## src/rtl/mole_pkg.sv

```systemverilog
// rtl/mole_pkg.sv - shared encodings for the mole scheduler
package mole_pkg;

    typedef enum logic [2:0] {
        ST_IDLE = 3'd0,
        ST_GAP  = 3'd1,
        ST_PICK = 3'd2,
        ST_SHOW = 3'd3,
        ST_DONE = 3'd4
    } state_t;

    localparam logic [3:0] DIFF_EASY = 4'd0;
    localparam logic [3:0] DIFF_MED  = 4'd1;
    localparam logic [3:0] DIFF_HARD = 4'd2;

    // Fibonacci taps 16,14,13,11 expressed as bit positions 15,13,12,10
    localparam logic [15:0] LFSR_TAPS = 16'hB400;

    // prev_pos value meaning "no mole shown yet"
    localparam logic [4:0] NO_POS = 5'd31;

endpackage

```

## src/rtl/mole_lfsr.sv

```systemverilog
// rtl/mole_lfsr.sv - 16-bit Fibonacci LFSR, advances on request
module mole_lfsr
    import mole_pkg::*;
#(
    parameter logic [15:0] SEED = 16'hACE1
) (
    input  logic        clk,
    input  logic        rst_n,
    input  logic        advance,
    output logic [15:0] value
);

    // shift left, feeding back the xor of the tapped bits
    always_ff @(posedge clk or negedge rst_n) begin
        if (!rst_n) begin
            value <= SEED;
        end else if (advance) begin
            value <= {value[14:0], ^(value & LFSR_TAPS)};
        end
    end

endmodule

```

## src/rtl/mole_scheduler.sv

```systemverilog
// rtl/mole_scheduler.sv - mole presentation, timing and hit/miss scoring
module mole_scheduler
    import mole_pkg::*;
#(
    parameter int          CLKS_PER_MS   = 50000,
    parameter int          NUM_HOLES     = 18,
    parameter int          ROUND_MOLES   = 20,
    parameter int          DWELL_EASY_MS = 2000,
    parameter int          DWELL_MED_MS  = 1000,
    parameter int          DWELL_HARD_MS = 600,
    parameter int          GAP_MS        = 250,
    parameter logic [15:0] LFSR_SEED     = 16'hACE1
) (
    input  logic                 clk,
    input  logic                 rst_n,
    input  logic                 start,
    input  logic                 abort,
    input  logic [3:0]           difficulty,
    input  logic                 hit,
    output logic [4:0]           mole_position,
    output logic                 mole_active,
    output logic [NUM_HOLES-1:0] mole_leds,
    output logic                 new_mole,
    output logic [7:0]           hits,
    output logic [7:0]           misses,
    output logic [7:0]           moles_shown,
    output logic                 round_done
);

    localparam logic [15:0]          PRESC_MAX = 16'(CLKS_PER_MS - 1);
    localparam logic [15:0]          GAP_LAST  = 16'(GAP_MS - 1);
    localparam logic [5:0]           HOLES     = 6'(NUM_HOLES);
    localparam logic [7:0]           LAST_MOLE = 8'(ROUND_MOLES);
    localparam logic [NUM_HOLES-1:0] LED_ONE   = NUM_HOLES'(1);

    state_t      state;
    state_t      state_next;
    logic [15:0] presc;
    logic [15:0] ms_cnt;
    logic [15:0] dwell_ms;
    logic [15:0] dwell_sel;
    logic [4:0]  prev_pos;
    logic [15:0] lfsr_value;
    logic [4:0]  cand;
    logic        accept;
    logic        ms_tick;
    logic        gap_done;
    logic        dwell_done;
    logic        unused_lfsr_bits;

    mole_lfsr #(
        .SEED (LFSR_SEED)
    ) u_lfsr (
        .clk     (clk),
        .rst_n   (rst_n),
        .advance (state == ST_PICK),
        .value   (lfsr_value)
    );

    assign cand             = lfsr_value[4:0];
    assign unused_lfsr_bits = ^lfsr_value[15:5];
    assign accept           = ({1'b0, cand} < HOLES) && (cand != prev_pos);
    assign ms_tick          = (presc == PRESC_MAX);
    // a limit is "reached" on the tick that would carry the counter onto it
    assign gap_done         = ms_tick && (ms_cnt == GAP_LAST);
    assign dwell_done       = ms_tick && (ms_cnt == dwell_ms - 16'd1);

    // dwell lookup; unknown difficulty codes fall back to easy
    always_comb begin
        dwell_sel = 16'(DWELL_EASY_MS);
        case (difficulty)
            DIFF_MED:  dwell_sel = 16'(DWELL_MED_MS);
            DIFF_HARD: dwell_sel = 16'(DWELL_HARD_MS);
            default:   dwell_sel = 16'(DWELL_EASY_MS);
        endcase
    end

    // next-state decision; abort beats every other request in active states
    always_comb begin
        state_next = state;
        case (state)
            ST_IDLE, ST_DONE: begin
                if (start && !abort) state_next = ST_GAP;
            end
            ST_GAP: begin
                if (abort)         state_next = ST_IDLE;
                else if (gap_done) state_next = ST_PICK;
            end
            ST_PICK: begin
                if (abort)       state_next = ST_IDLE;
                else if (accept) state_next = ST_SHOW;
            end
            ST_SHOW: begin
                if (abort) begin
                    state_next = ST_IDLE;
                end else if (hit || dwell_done) begin
                    state_next = (moles_shown == LAST_MOLE) ? ST_DONE : ST_GAP;
                end
            end
            default: state_next = ST_IDLE;
        endcase
    end

    // state register
    always_ff @(posedge clk or negedge rst_n) begin
        if (!rst_n) state <= ST_IDLE;
        else        state <= state_next;
    end

    // ms timebase, restarted on every state entry
    always_ff @(posedge clk or negedge rst_n) begin
        if (!rst_n) begin
            presc  <= '0;
            ms_cnt <= '0;
        end else if (state_next != state) begin
            presc  <= '0;
            ms_cnt <= '0;
        end else if (ms_tick) begin
            presc  <= '0;
            ms_cnt <= ms_cnt + 16'd1;
        end else begin
            presc  <= presc + 16'd1;
        end
    end

    // registered outputs, scoring and mole latching
    always_ff @(posedge clk or negedge rst_n) begin
        if (!rst_n) begin
            mole_position <= '0;
            mole_active   <= 1'b0;
            mole_leds     <= '0;
            new_mole      <= 1'b0;
            hits          <= '0;
            misses        <= '0;
            moles_shown   <= '0;
            round_done    <= 1'b0;
            prev_pos      <= NO_POS;
            dwell_ms      <= '0;
        end else begin
            new_mole   <= 1'b0;
            round_done <= (state_next == ST_DONE);
            if ((state == ST_IDLE || state == ST_DONE) && state_next == ST_GAP) begin
                hits        <= '0;
                misses      <= '0;
                moles_shown <= '0;
            end
            if (state == ST_PICK && state_next == ST_SHOW) begin
                mole_position <= cand;
                prev_pos      <= cand;
                dwell_ms      <= dwell_sel;
                moles_shown   <= moles_shown + 8'd1;
                new_mole      <= 1'b1;
                mole_active   <= 1'b1;
                mole_leds     <= LED_ONE << cand;
            end
            if (state == ST_SHOW && state_next != ST_SHOW) begin
                mole_active <= 1'b0;
                mole_leds   <= '0;
                if (!abort) begin
                    if (hit) begin
                        if (hits != 8'hFF) hits <= hits + 8'd1;
                    end else if (misses != 8'hFF) begin
                        misses <= misses + 8'd1;
                    end
                end
            end
        end
    end

endmodule

```

## config.mk

```make
export PLATFORM = sky130hd
export DESIGN_NAME = mole_scheduler
export DESIGN_NICKNAME = d
export VERILOG_FILES = /design/src/rtl/mole_pkg.sv /design/src/rtl/mole_lfsr.sv /design/src/rtl/mole_scheduler.sv
export SDC_FILE = /design/constraint.sdc
export NUM_CORES = 1
export LEC_CHECK = 0
export CORE_UTILIZATION = 37
export CTS_CLUSTER_SIZE = 20
export DETAILED_ROUTE_END_ITERATION = 10
export PLACE_DENSITY = 0.62
export SLEW_MARGIN = 20
export SYNTH_ARGS = -nofsm -noshare
export SYNTH_HDL_FRONTEND = slang
export SYNTH_SLANG_ARGS = --single-unit
```

## constraint.sdc

```tcl
create_clock -name clk -period 2.77 [get_ports clk]
set_clock_uncertainty 0.15 [all_clocks]
set_input_delay 0.554 -clock clk [delete_from_list [all_inputs] [get_ports clk]]
set_output_delay 0.554 -clock clk [all_outputs]
set_load 0.03 [all_outputs]
```

======== Word level (Yosys, flattened, before mapping) ========
Cells that the tools add are included.
word-level totals
  word-level logic and storage cells ...... 87
  output and inout bits ................... 50
  flip-flop bits (word level) ............. 122
  memory bits (writable) .................. 0
  memories ................................ 0
  latch bits .............................. 0
  memory bits (read-only) ................. 0
cells by class
  muxes and demuxes ....................... 31
  add/sub/neg operators ................... 6
  divide/modulo/power cells ............... 0
  shift operators ......................... 1
  eq/ne operators ......................... 18
  reduce and logical (&&, ||, !) cells .... 16
  bitwise operators ....................... 0
  magnitude comparators ................... 1
  $mul .................................... 0
operator list
  cell                   count
  $mux 8                 12
  $mux 16                4
  $mux 18                2
  $add 16x1->16 const B  2
  $add 8x1->8 const B    3
  $mux 3                 8
  $pmux 11 s2            1
  $shl 1x5->18 const A   1
  $eq 16x16->1           1
  $eq 16x16->1 const B   1
  $eq 16x8->1 const B    1
  $ne 8x8->1 const B     2
  $reduce_xor 16->1      1
  $sub 16x1->16 const B  1
  $pmux 3 s4             1
  $eq 3x2->1 const B     3
  $eq 8x5->1 const B     1
  $logic_and 1x1->1      7
  $eq 3x1->1 const B     2
  $eq 3x3->1 const B     2
  $reduce_bool 2->1      3
  $lt 5x5->1 const B     1
  $ne 5x5->1             1
  $eq 4x1->1 const B     1
  other kinds (8)        11

======== Depth between registers and ports, before layout ========
Gate-level depths: netlist of the first run.
  depth in word-level cells ............... 14
  mapped depth ............................ 10
  mapped depth without buffers ............ 9

======== Hierarchy ========
A second synthesis of the first run with hierarchy kept.
second synthesis, totals
  cells, all modules ...................... 545
  area total of the unflattened synthesis .. 5,615.4 µm²
by module, submodules not included
  module          instances  area an instance (µm²)  seq. area each (µm²)  cells each
  mole_scheduler  1          4,939.7                 2,408.6               507
  mole_lfsr       1          675.6                   410.4                 38

======== Least setup slack after synthesis of the first run ========
No wires, ideal clock.
  path kind ............................... flip-flop to flip-flop
  start point ............................. register dwell_ms[3]
  end point ............................... register presc[14]
  setup time .............................. 0.136 ns
  period minus slack after synthesis ...... 2.523 ns
  data required time ...................... 2.484 ns
  data arrival time ....................... 2.237 ns
  cell stages (with the launch flop) ...... 11
  setup slack ............................. 0.247 ns
  path through ............................ dfrtp_1 -> inv_1 -> ha_1 -> nand2b_1 -> nor4_1 -> mux2i_1 -> or4_1 -> o21ai_2 -> o311a_2 -> buf_4 -> nor3_1
between the ends
  longest elaborated chain between the ends .. 9
ends and longest elaborated chain
  element                 RTL line               text
  from (decl)             mole_scheduler.sv:40   logic [15:0] dwell_ms;
  from (signal assigned)  mole_scheduler.sv:150  dwell_ms <= dwell_sel;
  $sub 16x1->16           mole_scheduler.sv:66   assign dwell_done = ms_tick && (ms_cnt == dwell_ms - 16'd1);
  $eq 16x16->1            mole_scheduler.sv:66
  $logic_and 1x1->1       mole_scheduler.sv:66
  $logic_or 1x1->1        mole_scheduler.sv:96   end else if (hit || dwell_done) begin
  $mux 3                  mole_scheduler.sv:96
  $mux 3                  mole_scheduler.sv:94   if (abort) begin
  $pmux 3 s4              mole_scheduler.sv:81   case (state)
  $ne 3x3->1              mole_scheduler.sv:115  end else if (state_next != state) begin
  $mux 16                 mole_scheduler.sv:115
  to (signal assigned)    mole_scheduler.sv:122  presc <= presc + 16'd1;
  to (decl)               mole_scheduler.sv:38   logic [15:0] presc;
No other way between the ends.
A chain may end at the register's enable or synchronous reset.

======== Worst setup path after layout of the first run ========
  start point ............................. register dwell_ms[4]
  end point ............................... register presc[9]
The elaborated chain is that of the path after synthesis.

==> impl_metrics.csv, run 1 <==
group,metric,value,unit
synth,synth_compound_area_frac,0.1021,
synth,syn_inst,555,
floorplan,io-pin-count,59,
critical_path,slowest_stage,"or4_4",
routing,wl_met2,5907,microns
routing,met3_length,323,microns
placement,io_buffers,58,
grt,antenna_found_initial,0,
final_layout,design_area,7010,sq um
critical_path,reg2reg_to,"presc[9]",
synth,synth_xor_area_frac,0.07197,
clock_network,clkLatencyLatePin,0.35,ns
clock_network,hold_buffers,0,
floorplan,start_util,0.3782,
routing,top_layer_used,"met4",
status,status,"complete, no violations",
clock_network,cts_sinks,112,
flow_run,max_cap_violations,0,
synth,yosys.area_share.adder,0.01828,
floorplan,fp.dieW,123.7,microns
critical_path,crit_family,"simple AND/OR/NAND/NOR gates",
pwr,vdd_drop_max,349.4,uV
routing,ant_nets,0,
final_layout,nNetsFinal,654,
critical_path,crit_path_max_incr_delay,0.59,ns
synth,ys_ff_latch,112,
clock_network,path_clk_slew,0.07,ns
synth,synth_top_family_by_area,"simple AND/OR/NAND/NOR gates",
sta,slew_violations,0,
critical_path,critical_path_arrival,2.83,ns
clock_network,cts_root_buffer,"clkbuf_16",
hold_path,min_path_type,"in2async",
synth,synth_ff_type,"dfrtp_1",
synth,yosys_warnings,0,
floorplan,die_area,15290,sq um
synth,ys_async_sr_fraction,1.000,
sta,fin_crit_sh,0.9908,
sta,tightest_slew,0.6589,ns
final_layout,antenna_cells,0,
clock_network,htree_num_levels,3,
critical_path,crit_chain,"buf_4 -> nor4_4 -> o21a_1 -> o2111ai_4 -> or4_4 -> o21ai_4 -> o311a_4 -> clkbuf_16 -> nor3_1",
critical_path,path_depth,9,
grt,grt_pass1_wl,19550,microns
sta,finalHoldViolations,0,
clock_network,ctsLongestPathBuffers,2,
clock_network,cts_buffers,9,
routing,route.detailed.drc,0,
critical_path,cp-start-kind,"register",
grt,grt_max_degree,113,
routing,viasPerCell,5.226,
pwr,p_leak,3.159,nW
final_layout,final_core_util,0.4842,
synth,avgSynthCellArea,9.868,sq um
synth,muxShareOfSynthArea,0.03655,
synth,syn_area,5477,sq um
synth,synthSimpleGateAreaFrac,0.2241,
sta,slew-limit-headroom,0.5608,
placement,pre_cts_ws,-0.05966,ns
critical_path,critPathMaxFanout,8,
clock_network,tritoncts,"built",
sta,period_needed,2.744,ns
routing,met1_length,5729,microns
sta,setup_viol,0,
routing,vias,4317,
critical_path,critPathBufInv,2,
routing,drt_iter0_markers,272,
routing,drt-wirelength-per-cell,14.79,microns
grt,grtUsageTotal,0.1641,
critical_path,worstPathRequired,2.86,ns
critical_path,r2r-start,"dwell_ms[4]",
critical_path,crit_type,"reg2reg",
synth,syn_nets,572,
grt,grt_pass1_vias,4102,
pwr,p_per_area,472.6,nW/um^2
routing,routed_wl,12220,microns
final_layout,syn_to_final_growth,28.01,%
synth,synth_seq_area_share,0.5147,
synth,synth_cell_type_count,54,
synth,synth_enable_flop_cells,0,
placement,place_area,6439,sq um
sta,fmaxAchievable,0.3644,GHz
floorplan,fp-row-count,44,
critical_path,worst_r2r_path_depth,9,
critical_path,end_kind,"register",
routing,drtPass1Iterations,4,
sta,fin_ws,0.02559,ns
critical_path,reg2reg_slack,0.03,ns
floorplan,dieHeight,123.7,microns
floorplan,core_area,14480,sq um
placement,hpwl,8180,microns
sta,rsz0062_at_grt,"true",
placement,gp_congestion,0.7941,
final_layout,drive_gt1_frac,0.1636,
grt,overflow,0,
## what timing repair did
item / 4_1_cts / 5_1_grt
buffers inserted: 0 / 3
cloned: 0 / 3
endpoints found under the setup margin: 46 / 55
resized for setup: 4 / 20
pin swaps: 0 / 11
## registers in the layout, indices dropped and copies added, names as in the netlist
register and count:
dwell_ms 6, hits 8, misses 8, mole_active 1, mole_leds 18, mole_position 5
moles_shown 8, ms_cnt 16, new_mole 1, presc 16, prev_pos 5, round_done 1
state 3, u_lfsr.value 16
## Yosys cell counts, types with 5 or more instances
master,n,area share
or3_1,5,0.0057
dfrtp_1,99,0.45
and3_1,20,0.023
a22o_1,14,0.022
nand2b_1,6,0.0069
nand4_1,7,0.0080
o21ai_0,36,0.033
a21oi_1,8,0.0073
xnor2_1,19,0.030
dfstp_2,13,0.062
nand3_1,32,0.029
inv_1,18,0.012
nor3_1,19,0.017
xor2_1,26,0.042
mux2_2,16,0.033
o211ai_1,5,0.0069
ha_1,8,0.018
nand2_1,69,0.047
clkbuf_1,18,0.012
nor4_1,8,0.0091
nor2_1,49,0.034
## cell families after synthesis
family                   Yosys count
AND/OR/NAND/NOR                  245
adder cells (fa/ha/maj)            8
flip-flops                       112
multiplexers                      18
AO/OA/AOI/OAI                     85
buffers and inverters             42
XOR/XNOR                          45
## cell type report
cell class,instances,area (sq um)
sequential,112,2820
multi-input combinational,401,2618
inverter,18,67.56
clock buffer,11,252.7
timing repair buffer,95,935.9
clock inverter,5,86.33
fill,1315,7468
tap,184,230.2
## routing by layer
layer	vias to the layer above	track usage
li1	2105	-
met1	2132	0.2191
met2	65	0.2604
met3	15	0.02289
met4	0	0.08208
met5	-	0
## power breakdown
part / switching (mW) / leakage, nW / internal, mW
clock network: 0.598 / 0.166 / 0.849
registers: 0.0144 / 1.50 / 1.65
logic: 0.107 / 1.49 / 0.0926
total: 0.719 / 3.16 / 2.59
## how the worst max path moves through the flow
stage | endpoint | slack (ns) | from
2_1_floorplan | presc[14] | 0.25 | dwell_ms[3]
3_3_place_gp | ms_cnt[1] | -0.02 | dwell_ms[3]
3_5_place_dp | mole_leds[4] | -0.06 | dwell_ms[3]
4_1_cts | presc[8] | 0.01 | presc[10]
5_1_grt | presc[9] | -0.06 | presc[1]
6_report | presc[9] | 0.03 | dwell_ms[4]
## per-stage QoR
step	hold slack, ns	power, mW	setup TNS [ns]	cells
final	0.04443	3.313	0	826
after global routing	0.1739	3.436	-1.484	826
after CTS	0.1511	3.317	0	820
after detailed placement	0.3104	1.865	-1.770	804
after global placement	0.3071	1.859	-0.3424	804
after floorplan	0.1084	1.768	0	555
## cells in the final DEF, fill, tap and decap left out, drive strengths merged, types with 5 or more instances in the layout
cell type / Yosys / routed
a21oi: 8 / 8
a22o: 14 / 14
and3: 20 / 20
buf: 6 / 36
clkbuf: 18 / 13
clkdlybuf4s50: 0 / 57
dfrtp: 99 / 99
dfstp: 13 / 13
ha: 8 / 8
inv: 18 / 19
mux2: 16 / 16
nand2: 70 / 70
nand2b: 6 / 6
nand3: 32 / 32
nand4: 7 / 7
nor2: 49 / 49
nor3: 19 / 19
nor4: 8 / 8
o211ai: 5 / 5
o21ai: 37 / 37
or3: 5 / 5
xnor2: 19 / 19
xor2: 26 / 26
(Power assumes the default switching activity.)
==> run 2: changes to the inputs <==
--- a/config.mk
+++ b/config.mk
@@ -8,6 +8,7 @@
 export CORE_UTILIZATION = 37
 export CTS_CLUSTER_SIZE = 20
 export DETAILED_ROUTE_END_ITERATION = 10
+export GPL_TIMING_DRIVEN = 0
 export PLACE_DENSITY = 0.62
 export SLEW_MARGIN = 20
 export SYNTH_ARGS = -nofsm -noshare
==> run 2 against run 1 <==
Effect of this change: utilization shrank 0.74 points; count of clock-buffer cells in the layout is the same; sequential power is essentially flat; combinational power shrank 18%; final cell count shrank 0.24%; global-route usage grew 0.10 points; routed wire length is essentially flat; first-iteration DRC count grew 30%.
==> impl_metrics.csv, run 2 (synthesis results as in run 1) <==
group,metric,value,unit
final_layout,largest_reg_flops,18,
grt,grt_pass1_wl,19860,microns
final_layout,largest-register,"mole_leds",
clock_network,ctsLongestPathBuffers,2,
clock_network,htree_num_levels,3,
flow_run,max_cap_violations,0,
final_layout,fin_cells,824,
sta,fin_crit_sh,0.9999,
final_layout,design_area,6903,sq um
placement,dp_cells,798,
placement,gp_congestion,0.8196,
grt,grt_pass1_vias,4085,
floorplan,fp.dieW,123.7,microns
sta,holdWs,0.3188,ns
clock_network,clkLatencyLatePin,0.35,ns
sta,finalHoldViolations,0,
grt,grt_max_degree,69,
critical_path,end_kind,"register",
routing,routed_wl,12210,microns
clock_network,cts_sinks,112,
sta,period_needed,2.770,ns
grt,antenna_found_initial,0,
clock_network,cts_buffers,9,
clock_network,path_clk_slew,0.07,ns
final_layout,nNetsFinal,652,
final_layout,nFillCells,1337,
pwr,p_leak,3.063,nW
floorplan,fp-row-count,44,
sta,tightest_slew,0.6313,ns
final_layout,final_common_cell,"dfrtp_1",
sta,fin_ws,0.0001885,ns
pwr,vdd_drop_max,278.3,uV
sta,slew-limit-headroom,0.5734,
placement,hpwl,8454,microns
routing,drt_iter0_markers,353,
floorplan,core_area,14480,sq um
status,status,"complete, no violations",
routing,ant_nets,0,
pwr,power.total,3.174,mW
final_layout,antenna_cells,0,
sta,rsz0062_at_grt,"true",
final_layout,syn_to_final_growth,26.05,%
pwr,p_per_area,459.9,nW/um^2
grt,grtUsageTotal,0.1651,
floorplan,io-pin-count,59,
sta,setup_viol,0,
hold_path,min_path_type,"reg2reg",
clock_network,cts_root_buffer,"clkbuf_16",
routing,viasPerCell,5.237,
floorplan,dieHeight,123.7,microns
sta,fmaxAchievable,0.3610,GHz
final_layout,mostFrequentLayoutCells,"dfrtp_1 (97), nand2_1 (69), clkdlybuf4s50_1 (57)",
placement,place_area,6316,sq um
critical_path,critPathMaxFanout,10,
floorplan,start_util,0.3782,
grt,overflow,0,
critical_path,critical_path_arrival,2.83,ns
sta,slew_violations,0,
routing,route.detailed.drc,0,
final_layout,drive_gt1_frac,0.1422,
placement,pre_cts_ws,-0.4473,ns
critical_path,cp-start-kind,"register",
routing,drtPass1Iterations,5,
critical_path,crit_type,"reg2reg",
critical_path,reg2reg_slack,0.0002,ns
floorplan,die_area,15290,sq um
routing,vias,4315,
clock_network,tritoncts,"built",
critical_path,worstPathRequired,2.84,ns
placement,io_buffers,58,
routing,drt-wirelength-per-cell,14.82,microns
==> run 2: final cells by class <==
cell class / count / area (sq um) / share of cell area
clock buffers: 11 / 242.7 / 0.03516
flip-flops and latches: 112 / 2821 / 0.4087
repair buffers: 72 / 734.5 / 0.1064
multi-input cells: 401 / 2623 / 0.3799
plain buffers: 21 / 121.4 / 0.01758
well taps: 184 / 230.2 / 0.03335
clock inverters: 5 / 62.56 / 0.009063
inverters: 18 / 67.56 / 0.009788
==> run 2: stage by stage <==
step / setup TNS, ns / utilization
after CTS: 0 / 0.4698
after global placement: -369.11 / 0.4342
after detailed placement: -18.92 / 0.4362
after global routing: -2.765 / 0.4768
final: 0 / 0.4768
after floorplan: 0 / -
==> run 2: worst paths after layout <==
path	endpoint	cells past startpoint	from
min	prev_pos[4]	2	prev_pos[4]
max	presc[3]	9	dwell_ms[3]
min reg2reg	prev_pos[4]	2	prev_pos[4]
max reg2reg	presc[3]	9	dwell_ms[3]
max in group asynchronous	prev_pos[4]	3	rst_n
min in group asynchronous	hits[1]	2	rst_n
==> run 2: power by group <==
group | total [mW] | internal [mW] | switching (mW)
Sequential | 1.67 | 1.65 | 0.0189
Clock | 1.34 | 0.735 | 0.604
Combinational | 0.164 | 0.0680 | 0.0956
Total | 3.17 | 2.46 | 0.718
==> run 2: routing by layer <==
layer | up-vias | share of wire | wire length [microns] | track usage
met2 | 73 | 0.48 | 5861 | 0.2635
met3 | 15 | 0.026 | 315 | 0.02518
met4 | 0 | 0.013 | 164 | 0.05497
li1 | 2107 | - | - | -
met5 | - | 0 | 0 | 0
met1 | 2120 | 0.48 | 5870 | 0.2284
==> run 2: worst max-delay path, cell delays in order, from the launching register on <==
cell and delay, ns:
dfrtp_2 0.45, buf_6 0.14, nor4_4 0.27, o21a_1 0.20, o2111ai_4 0.15, or4_4 0.53, o21ai_4 0.23, o311a_4 0.30
buf_8 0.15, nor3_1 0.06
==> run 2: repair_timing <==
item | in CTS | in global routing
cloned | 0 | 1
setup endpoints to repair | 78 | 67
setup buffers | 9 | 2
hold endpoints to repair | 43 | 0
resized for setup | 27 | 13
hold buffers | 1 | 0
pin swaps | 9 | 5
